**src/rtl/control_pkg.sv**
```systemverilog
// Shared types and encodings for the multi-cycle RV32I control unit.
// Holds the FSM state enum, the decoded opcodes, the internal ALU-op
// encoding, the alucontrol encoding, the datapath mux select encodings,
// and a helper that picks the immediate format from the opcode.
package control_pkg;

    typedef enum logic [3:0] {
        StFetch,
        StDecode,
        StMemAdr,
        StMemRd,
        StMemWb,
        StMemWr,
        StExecR,
        StExecI,
        StAluWb,
        StBeq,
        StJal,
        StHalt
    } state_t;

    localparam logic [6:0] OpLoad  = 7'b0000011;
    localparam logic [6:0] OpStore = 7'b0100011;
    localparam logic [6:0] OpRtype = 7'b0110011;
    localparam logic [6:0] OpItype = 7'b0010011;
    localparam logic [6:0] OpBeq   = 7'b1100011;
    localparam logic [6:0] OpJal   = 7'b1101111;

    typedef enum logic [1:0] {
        AluOpAdd   = 2'b00,
        AluOpSub   = 2'b01,
        AluOpFunct = 2'b10
    } aluop_t;

    localparam logic [2:0] AluAdd = 3'b000;
    localparam logic [2:0] AluSub = 3'b001;
    localparam logic [2:0] AluAnd = 3'b010;
    localparam logic [2:0] AluOr  = 3'b011;
    localparam logic [2:0] AluSlt = 3'b101;

    localparam logic [1:0] SrcAPc    = 2'b00;
    localparam logic [1:0] SrcAOldPc = 2'b01;
    localparam logic [1:0] SrcARs1   = 2'b10;

    localparam logic [1:0] SrcBRs2  = 2'b00;
    localparam logic [1:0] SrcBImm  = 2'b01;
    localparam logic [1:0] SrcBFour = 2'b10;

    localparam logic [1:0] ResAluOut    = 2'b00;
    localparam logic [1:0] ResMemData   = 2'b01;
    localparam logic [1:0] ResAluResult = 2'b10;

    localparam logic [1:0] ImmI = 2'b00;
    localparam logic [1:0] ImmS = 2'b01;
    localparam logic [1:0] ImmB = 2'b10;
    localparam logic [1:0] ImmJ = 2'b11;

    // Immediate format depends only on the opcode, so it is valid in every state.
    function automatic logic [1:0] imm_sel(input logic [6:0] op);
        unique case (op)
            OpStore: imm_sel = ImmS;
            OpBeq:   imm_sel = ImmB;
            OpJal:   imm_sel = ImmJ;
            default: imm_sel = ImmI;
        endcase
    endfunction

endpackage

```
**src/rtl/multicycle_control_if.sv**
```systemverilog
// Control/datapath bundle for the multi-cycle core.
// slave  : the control unit (takes instruction fields and status, drives selects/strobes).
// master : the datapath side (drives instruction fields and status, takes selects/strobes).
interface multicycle_control_if;
    logic [6:0] op;
    logic [2:0] funct3;
    logic       funct7b5;
    logic       zero;
    logic       mem_ready;
    logic [1:0] immsrc;
    logic [1:0] alusrca;
    logic [1:0] alusrcb;
    logic [2:0] alucontrol;
    logic [1:0] resultsrc;
    logic       adrsrc;
    logic       irwrite;
    logic       pcwrite;
    logic       regwrite;
    logic       memwrite;
    logic       illegal;

    modport slave (
        input  op, funct3, funct7b5, zero, mem_ready,
        output immsrc, alusrca, alusrcb, alucontrol, resultsrc, adrsrc,
               irwrite, pcwrite, regwrite, memwrite, illegal
    );

    modport master (
        output op, funct3, funct7b5, zero, mem_ready,
        input  immsrc, alusrca, alusrcb, alucontrol, resultsrc, adrsrc,
               irwrite, pcwrite, regwrite, memwrite, illegal
    );
endinterface

```
**src/rtl/alu_decoder.sv**
```systemverilog
// Combinational ALU decoder.
// aluop_i      : internal ALU op (add / sub / decode from funct3)
// funct3_i     : instr[14:12]
// op5_i        : instr[5], separates R-type from I-type
// funct7b5_i   : instr[30]
// alucontrol_o : ALU function select
module alu_decoder
    import control_pkg::*;
(
    input  aluop_t     aluop_i,
    input  logic [2:0] funct3_i,
    input  logic       op5_i,
    input  logic       funct7b5_i,
    output logic [2:0] alucontrol_o
);

    always_comb begin
        alucontrol_o = AluAdd;
        unique case (aluop_i)
            AluOpSub: alucontrol_o = AluSub;
            AluOpFunct: begin
                unique case (funct3_i)
                    // addi has no funct7 field, so only R-type may select sub.
                    3'b000:  alucontrol_o = (op5_i & funct7b5_i) ? AluSub : AluAdd;
                    3'b010:  alucontrol_o = AluSlt;
                    3'b110:  alucontrol_o = AluOr;
                    3'b111:  alucontrol_o = AluAnd;
                    default: alucontrol_o = AluAdd;
                endcase
            end
            default: alucontrol_o = AluAdd;
        endcase
    end

endmodule

```
**src/rtl/multicycle_control.sv**
```systemverilog
// Sequencing FSM for the multi-cycle RV32I core (lw, sw, R-ALU, I-ALU, beq, jal).
// clk, rst : clock, synchronous active-high reset
// bus_io   : slave side of multicycle_control_if; instruction fields, zero and
//            mem_ready in; mux selects, alucontrol, immsrc, write strobes and
//            illegal out.
// STRICT_DECODE : 1 = unknown opcode halts (sticky), 0 = unknown opcode is skipped.
module multicycle_control
    import control_pkg::*;
#(
    parameter bit STRICT_DECODE = 1'b1
) (
    input logic                  clk,
    input logic                  rst,
    multicycle_control_if.slave  bus_io
);

    state_t state_q, state_d;
    aluop_t aluop;
    logic   pcupdate, branch;
    logic   irwrite, regwrite, memwrite, illegal;

    always_ff @(posedge clk) begin
        if (rst) begin
            state_q <= StFetch;
        end else begin
            state_q <= state_d;
        end
    end

    always_comb begin
        state_d = state_q;
        unique case (state_q)
            StFetch:  if (bus_io.mem_ready) state_d = StDecode;
            StDecode: begin
                unique case (bus_io.op)
                    OpLoad, OpStore: state_d = StMemAdr;
                    OpRtype:         state_d = StExecR;
                    OpItype:         state_d = StExecI;
                    OpBeq:           state_d = StBeq;
                    OpJal:           state_d = StJal;
                    default:         state_d = STRICT_DECODE ? StHalt : StFetch;
                endcase
            end
            StMemAdr: state_d = bus_io.op[5] ? StMemWr : StMemRd;
            StMemRd:  if (bus_io.mem_ready) state_d = StMemWb;
            StMemWb:  state_d = StFetch;
            StMemWr:  if (bus_io.mem_ready) state_d = StFetch;
            StExecR:  state_d = StAluWb;
            StExecI:  state_d = StAluWb;
            StAluWb:  state_d = StFetch;
            StBeq:    state_d = StFetch;
            StJal:    state_d = StAluWb;
            StHalt:   state_d = StHalt;
            default:  state_d = StFetch;
        endcase
    end

    always_comb begin
        bus_io.alusrca   = SrcAPc;
        bus_io.alusrcb   = SrcBRs2;
        bus_io.resultsrc = ResAluOut;
        bus_io.adrsrc    = 1'b0;
        aluop            = AluOpAdd;
        irwrite          = 1'b0;
        pcupdate         = 1'b0;
        branch           = 1'b0;
        regwrite         = 1'b0;
        memwrite         = 1'b0;
        illegal          = 1'b0;
        unique case (state_q)
            StFetch: begin
                bus_io.alusrcb   = SrcBFour;
                bus_io.resultsrc = ResAluResult;
                irwrite          = bus_io.mem_ready;
                pcupdate         = bus_io.mem_ready;
            end
            StDecode: begin
                // Precompute the branch/jump target into ALUOut.
                bus_io.alusrca = SrcAOldPc;
                bus_io.alusrcb = SrcBImm;
            end
            StMemAdr: begin
                bus_io.alusrca = SrcARs1;
                bus_io.alusrcb = SrcBImm;
            end
            StMemRd:  bus_io.adrsrc = 1'b1;
            StMemWb: begin
                bus_io.resultsrc = ResMemData;
                regwrite         = 1'b1;
            end
            StMemWr: begin
                bus_io.adrsrc = 1'b1;
                memwrite      = 1'b1;
            end
            StExecR: begin
                bus_io.alusrca = SrcARs1;
                aluop          = AluOpFunct;
            end
            StExecI: begin
                bus_io.alusrca = SrcARs1;
                bus_io.alusrcb = SrcBImm;
                aluop          = AluOpFunct;
            end
            StAluWb:  regwrite = 1'b1;
            StBeq: begin
                bus_io.alusrca = SrcARs1;
                aluop          = AluOpSub;
                branch         = 1'b1;
            end
            StJal: begin
                // ALU computes oldPC+4 for rd while the PC takes the target in ALUOut.
                bus_io.alusrca = SrcAOldPc;
                bus_io.alusrcb = SrcBFour;
                pcupdate       = 1'b1;
            end
            StHalt:   illegal = 1'b1;
            default: ;
        endcase
    end

    // Reset masks every strobe in the same cycle so an abandoned instruction writes nothing.
    assign bus_io.irwrite  = irwrite & ~rst;
    assign bus_io.pcwrite  = (pcupdate | (branch & bus_io.zero)) & ~rst;
    assign bus_io.regwrite = regwrite & ~rst;
    assign bus_io.memwrite = memwrite & ~rst;
    assign bus_io.illegal  = illegal & ~rst;
    assign bus_io.immsrc   = imm_sel(bus_io.op);

    alu_decoder u_alu_decoder (
        .aluop_i      (aluop),
        .funct3_i     (bus_io.funct3),
        .op5_i        (bus_io.op[5]),
        .funct7b5_i   (bus_io.funct7b5),
        .alucontrol_o (bus_io.alucontrol)
    );

endmodule

```
**src/flat_wrapper.sv**
```systemverilog
// flat-port wrapper written by rule: the top's interface ports become plain ports
module multicycle_control_flat import control_pkg::*;
#(
    parameter bit STRICT_DECODE = 1'b1
)
  (clk, rst, bus_io_op, bus_io_funct3, bus_io_funct7b5, bus_io_zero, bus_io_mem_ready, bus_io_immsrc, bus_io_alusrca, bus_io_alusrcb, bus_io_alucontrol, bus_io_resultsrc, bus_io_adrsrc, bus_io_irwrite, bus_io_pcwrite, bus_io_regwrite, bus_io_memwrite, bus_io_illegal);
  multicycle_control_if bus_io_i ();
  input logic clk;
  input logic rst;
  input wire logic [$bits(bus_io_i.op)-1:0] bus_io_op;
  input wire logic [$bits(bus_io_i.funct3)-1:0] bus_io_funct3;
  input wire logic [$bits(bus_io_i.funct7b5)-1:0] bus_io_funct7b5;
  input wire logic [$bits(bus_io_i.zero)-1:0] bus_io_zero;
  input wire logic [$bits(bus_io_i.mem_ready)-1:0] bus_io_mem_ready;
  output wire logic [$bits(bus_io_i.immsrc)-1:0] bus_io_immsrc;
  output wire logic [$bits(bus_io_i.alusrca)-1:0] bus_io_alusrca;
  output wire logic [$bits(bus_io_i.alusrcb)-1:0] bus_io_alusrcb;
  output wire logic [$bits(bus_io_i.alucontrol)-1:0] bus_io_alucontrol;
  output wire logic [$bits(bus_io_i.resultsrc)-1:0] bus_io_resultsrc;
  output wire logic [$bits(bus_io_i.adrsrc)-1:0] bus_io_adrsrc;
  output wire logic [$bits(bus_io_i.irwrite)-1:0] bus_io_irwrite;
  output wire logic [$bits(bus_io_i.pcwrite)-1:0] bus_io_pcwrite;
  output wire logic [$bits(bus_io_i.regwrite)-1:0] bus_io_regwrite;
  output wire logic [$bits(bus_io_i.memwrite)-1:0] bus_io_memwrite;
  output wire logic [$bits(bus_io_i.illegal)-1:0] bus_io_illegal;
  assign bus_io_i.op = bus_io_op;
  assign bus_io_i.funct3 = bus_io_funct3;
  assign bus_io_i.funct7b5 = bus_io_funct7b5;
  assign bus_io_i.zero = bus_io_zero;
  assign bus_io_i.mem_ready = bus_io_mem_ready;
  assign bus_io_immsrc = bus_io_i.immsrc;
  assign bus_io_alusrca = bus_io_i.alusrca;
  assign bus_io_alusrcb = bus_io_i.alusrcb;
  assign bus_io_alucontrol = bus_io_i.alucontrol;
  assign bus_io_resultsrc = bus_io_i.resultsrc;
  assign bus_io_adrsrc = bus_io_i.adrsrc;
  assign bus_io_irwrite = bus_io_i.irwrite;
  assign bus_io_pcwrite = bus_io_i.pcwrite;
  assign bus_io_regwrite = bus_io_i.regwrite;
  assign bus_io_memwrite = bus_io_i.memwrite;
  assign bus_io_illegal = bus_io_i.illegal;
  multicycle_control #(.STRICT_DECODE(STRICT_DECODE)) u_core (.clk(clk), .rst(rst), .bus_io(bus_io_i));
endmodule
```
**config.mk**
```make
export PLATFORM = sky130hd
export DESIGN_NAME = multicycle_control_flat
export DESIGN_NICKNAME = d
export VERILOG_FILES = /design/src/rtl/control_pkg.sv /design/src/rtl/multicycle_control_if.sv /design/src/rtl/alu_decoder.sv /design/src/rtl/multicycle_control.sv /design/src/flat_wrapper.sv
export SDC_FILE = /design/constraint.sdc
export NUM_CORES = 1
export LEC_CHECK = 0
export CORE_ASPECT_RATIO = 0.9
export CORE_MARGIN = 2
export CORE_UTILIZATION = 42
export DETAILED_ROUTE_END_ITERATION = 10
export PLACE_DENSITY = 0.83
export SKIP_CTS_REPAIR_TIMING = 1
export SYNTH_ARGS = -nofsm -noshare
export SYNTH_HDL_FRONTEND = slang
export SYNTH_SLANG_ARGS = --single-unit
```
**constraint.sdc**
```tcl
create_clock -name clk -period 2.8 [get_ports clk]
set_input_delay 0.84 -clock clk [delete_from_list [all_inputs] [get_ports clk]]
set_output_delay 0.84 -clock clk [all_outputs]
set_load 0.02 [all_outputs]
```
# Word-level counts from Yosys, hierarchy flattened
# Cells that the tools add are included.
[op_classes]
reduce_logical = 12
bitwise_logic = 9
n_mux = 21
n_eq_ne = 25
[ops]
columns = ["operator", "n"]
rows = [
  ["case mux 4 bit (7 select lines)", 1],
  ["case mux 4 bit (5 select lines)", 1],
  ["equality test 4 x 3 -> 1 bit (second input constant)", 4],
  ["equality test 4 bit (second input constant)", 4],
  ["case mux 2 bit (2 select lines)", 4],
  ["equality test 7 x 6 -> 1 bit (second input constant)", 2],
  ["equality test 7 bit (second input constant)", 2],
  ["two-way mux 4 bit", 3],
  ["case mux 3 bit (4 select lines)", 1],
  ["OR reduction 2 bit", 6],
  ["equality test 4 x 2 -> 1 bit (second input constant)", 2],
  ["AND 1 bit", 7],
  ["equality test 7 x 2 -> 1 bit (second input constant)", 1],
  ["equality test 7 x 5 -> 1 bit (second input constant)", 1],
  ["two-way mux 1 bit", 7],
  ["equality test 3 bit (second input constant)", 2],
  ["inequality test 2 bit (second input constant)", 3],
  ["case mux 2 bit (3 select lines)", 1],
  ["case mux 3 bit (2 select lines)", 1],
  ["OR reduction 3 bit", 2],
  ["equality test 4 x 1 -> 1 bit (second input constant)", 1],
  ["zero test 4 bit", 1],
  ["OR reduction 4 bit", 1],
  ["equality test 3 x 2 -> 1 bit (second input constant)", 1],
  ["other kinds (8)", 8],
]
[word_totals]
reg_bits = 4
out_inout_bits = 17
word_cells = 68

# Logic depth before layout (Yosys ltp)
[depth]
word_depth = 5
mapped_depth = 7
ltp_nobuf = 6

# Modules after synthesis
# Synthesis repeated with hierarchy kept, for this count alone.
[unflattened]
hier_cells = 95
area_unflattened_um2 = 725.7
[modules_own_cells]
columns = ["mod", "cells_per_inst", "seq_area_each_um2", "n_inst", "area_each_um2"]
rows = [
  ["multicycle_control", 84, 80.1, 1, 629.4],
  ["alu_decoder", 11, 0.0, 1, 96.3],
]

# Worst setup path after synthesis
# OpenSTA, ideal clock, no wires.
[synth_path]
path_kind = "input to output"
start = "input bus_io_op[3]"
end = "output bus_io_immsrc[0]"
n_path_buf = 0
t_arrival_ns = 1.940
stages = 3
slack_ns = 0.020
t_required_ns = 1.960
cell_sequence = "or2_4 -> o21ai_0 -> nor4bb_1"
[synth_via]
elab_chain_len = 2
word_cells_on_any_way = 4
cone_classes = "3 x eq/ne; 1 x mux"
[synth_lines]
columns = ["element", "line_no", "text"]
rows = [
  ["start: declaration", "flat_wrapper.sv:10", "input wire logic [$bits(bus_io_i.op)-1:0] bus_io_op;"],
  ["equality test 7 bit / equality test 7 x 6 -> 1 bit (equally long branches)", "control_pkg.sv:60", "unique case (op)"],
  ["case mux 2 bit (3 select lines) (*)", "control_pkg.sv:60", ""],
  ["end: declaration", "flat_wrapper.sv:15", "output wire logic [$bits(bus_io_i.immsrc)-1:0] bus_io_immsrc;"],
]
# Mark *: on every way between the ends. The rest lies on a longest branch, timed or not.

# Final worst setup path
[layout_path]
start = "input rst"
end = "output bus_io_irwrite"
[layout_via]
elab_chain_len = 2
[layout_lines]
columns = ["element", "line_no", "text"]
rows = [
  ["start: declaration", "flat_wrapper.sv:9", "input logic rst;"],
  ["inverter 1 bit", "multicycle_control.sv:122", "assign bus_io.irwrite = irwrite & ~rst;"],
  ["AND 1 bit", "multicycle_control.sv:122", ""],
  ["end: declaration", "flat_wrapper.sv:21", "output wire logic [$bits(bus_io_i.irwrite)-1:0] bus_io_irwrite;"],
]
# No other way between the ends.

==> run metrics <==
outcome=completed; final hold slack=roughly 650 ps; final hold vios=0; vias in the first global route=between 800 and 900; Worst Max-Slew Pin Slew=~320 ps; period utilization=between 90% and 100%; Max Cap Viol=0; EDFF count, synth=0; Syn Inst Count=96; clk slew on worst S/H paths=roughly 40 ps; clock tree buffer depth=2; drt initial violations=21; Cell variety after synth=41; Overall Power=635.7 µW; final setup fails=0; RSZ-0062 raised after global routing=no; Pwr Density=553.4 nW/µm²; WP data arrival=1880 ps; sequential fraction of the synthesis area=12.43%; Hold/Removal Path Class=flip-flop to flip-flop; initial antenna violation count=0; DR vias=894; maximum VDD drop=0.0003423 V; clk_lat worst skew=between 200 and 250 ps; Largest register FFs=4; remaining antenna violation count=0; Synth async-reset ratio=0%; startpoint type of the worst setup path=input port; CTS tree=built; Root Buffer=clkbuf_4; post-route cell area=about 1100 µm²; hpwl dp=between 1500 and 2000 µm; final worst path period need=2719 ps; ant diodes=0; Final Max Slew Viols=0; Area contributors post-synth=dfxtp_1 12%, a21oi_1 6.2%, nor3_1 6.2%; port bufs=31; leading area contributor after synthesis=dfxtp_1; Die Width=45.29 µm; Layout area overhead=78.25%; Fmax=367.7 MHz; CTS buffer count=3; Reg with most FFs=u_core.state_q; Clk network pwr share=a little over a tenth; Leakage=around 0.66 nW; DR pass1 iterations=4; post-synth top area share=~12%; Ys Warns=0; Die H=roughly 40 µm; Int Pwr=346.6 µW; Sequential Power Share=between 10% and 20%; vias per cell=around 5.7; Mean Syn Cell Area=approximately 6.7 µm²; leading registers by flop count=u_core.state_q x4; nets=around 160; largest net degree at the start of global routing=15; row count=13; switching share of power=45.47%; P_sw=289.1 µW; Tot GR Track Use=25.63%; Area after DPL=between 1000 and 1500 µm²; Clock Sinks=4; Comb pwr share=76.1%; routability cong.=between 0.8 and 0.9; io pins=32; layout cells sized above 1=between 20% and 30%; critical path class=input port to primary output; Core Area=approximately 1400 µm²; flops & latches, synth=4; global-route wire length before repair=3450 µm; Required @ worst endpoint=between 1500 and 2000 ps; clk_skew=roughly 4.1 ps; post-synth design cell area=roughly 640 µm²; slew margin rel.=between 70% and 80%; Die ar.=~1900 µm²; Crit. End Element=primary output; global route total overflow=0; routed wire length=~2100 µm; DRC errors left=0; CP Max Fanout=6; most common flop cell mapped by yosys=dfxtp_1; wire per inst=13.48 µm; htree depth=1; Initial Utilization=44.51%; Post-Syn Nets=roughly 110
## power by group through the flow
stage	clock, mW	combinational [mW]	sequential (mW)
finish	0.0689	0.484	0.0832
global route	0.0734	0.527	0.0844
CTS	0.0708	0.486	0.0824
detailed placement	0	0.482	0.0829
global placement	0	0.470	0.0816
floorplan	0	0.283	0.0862
## synthesized netlist by cell type, drive strengths merged, types with 2 or more instances
cell type and instances:
a21oi 8, a32oi 2, and3 2, buf 7, dfxtp 4, ha 2, inv 6, nand2 6
nand2b 5, nand3 3, nor2 6, nor2b 5, nor3 9, nor4 4, o211ai 2, o21ai 7
## logic make-up (layout without fill, tap and decap cells)
logic type      after synthesis  after routing  synth area share [%]
compound gates               26             26                 25.63
fa+ha+maj                     2              2                 3.883
buf+inv                      14             60                 10.68
xor+xnor                      2              2                 2.719
mux                           1              1                 1.553
flops                         4              4                 12.43
simple gates                 47             47                 43.11
## metal layers
layer	vias to the layer above	GRT usage (%)	part of all wire [%]
met5	-	0	0
met1	395	28.06	38
met2	49	49.64	52
met4	0	11.03	3.7
li1	440	-	-
met3	10	3.965	6.1
## cells in the final DEF (no fill, tap or decap), drive strengths merged, types with 5 or more instances in the layout
cell type       n
nor2            6
a21oi           8
inv             6
clkdlybuf4s50  13
buf            22
dlymetal6s2s   16
nand2           6
nor3            9
nand2b          5
nor2b           5
o21ai           7
## through the flow
stage | utilization (%) | TNS (ps) | setup WS, ps | instances
after floorplan | - | 0 | 20.15 | 96
after global placement | 74.42 | -3295 | -642.7 | 154
after detailed placement | 74.42 | -3452 | -643.1 | 154
after CTS | 75.97 | -3521 | -657.0 | 157
after global routing | 79.34 | 0 | 1.336 | 157
final | 79.34 | 0 | 80.66 | 157
## layout make-up
type | count | area, µm²
multi-input cells | 78 | 509.2
clock buffers | 3 | 22.52
inverters | 6 | 22.52
well taps | 15 | 18.77
fillers | 105 | 299.0
flip-flops and latches | 4 | 80.08
repair buffers | 51 | 495.5
## critical path, stage by stage
cell and delay (ps):
clkdlybuf4s50_1 450, buf_4 180, and3b_1 190, dlymetal6s2s_1 220
## final timing paths
kind / startpoint / end / slack [ps] / cells past startpoint
worst max-delay path: rst / bus_io_irwrite / 80 / 4
worst min-delay path: u_core.state_q[3] / u_core.state_q[2] / 650 / 3
worst max register to register: u_core.state_q[3] / u_core.state_q[0] / 1330 / 5
worst min register to register: u_core.state_q[3] / u_core.state_q[2] / 650 / 3
(Power assumes the default switching activity.)
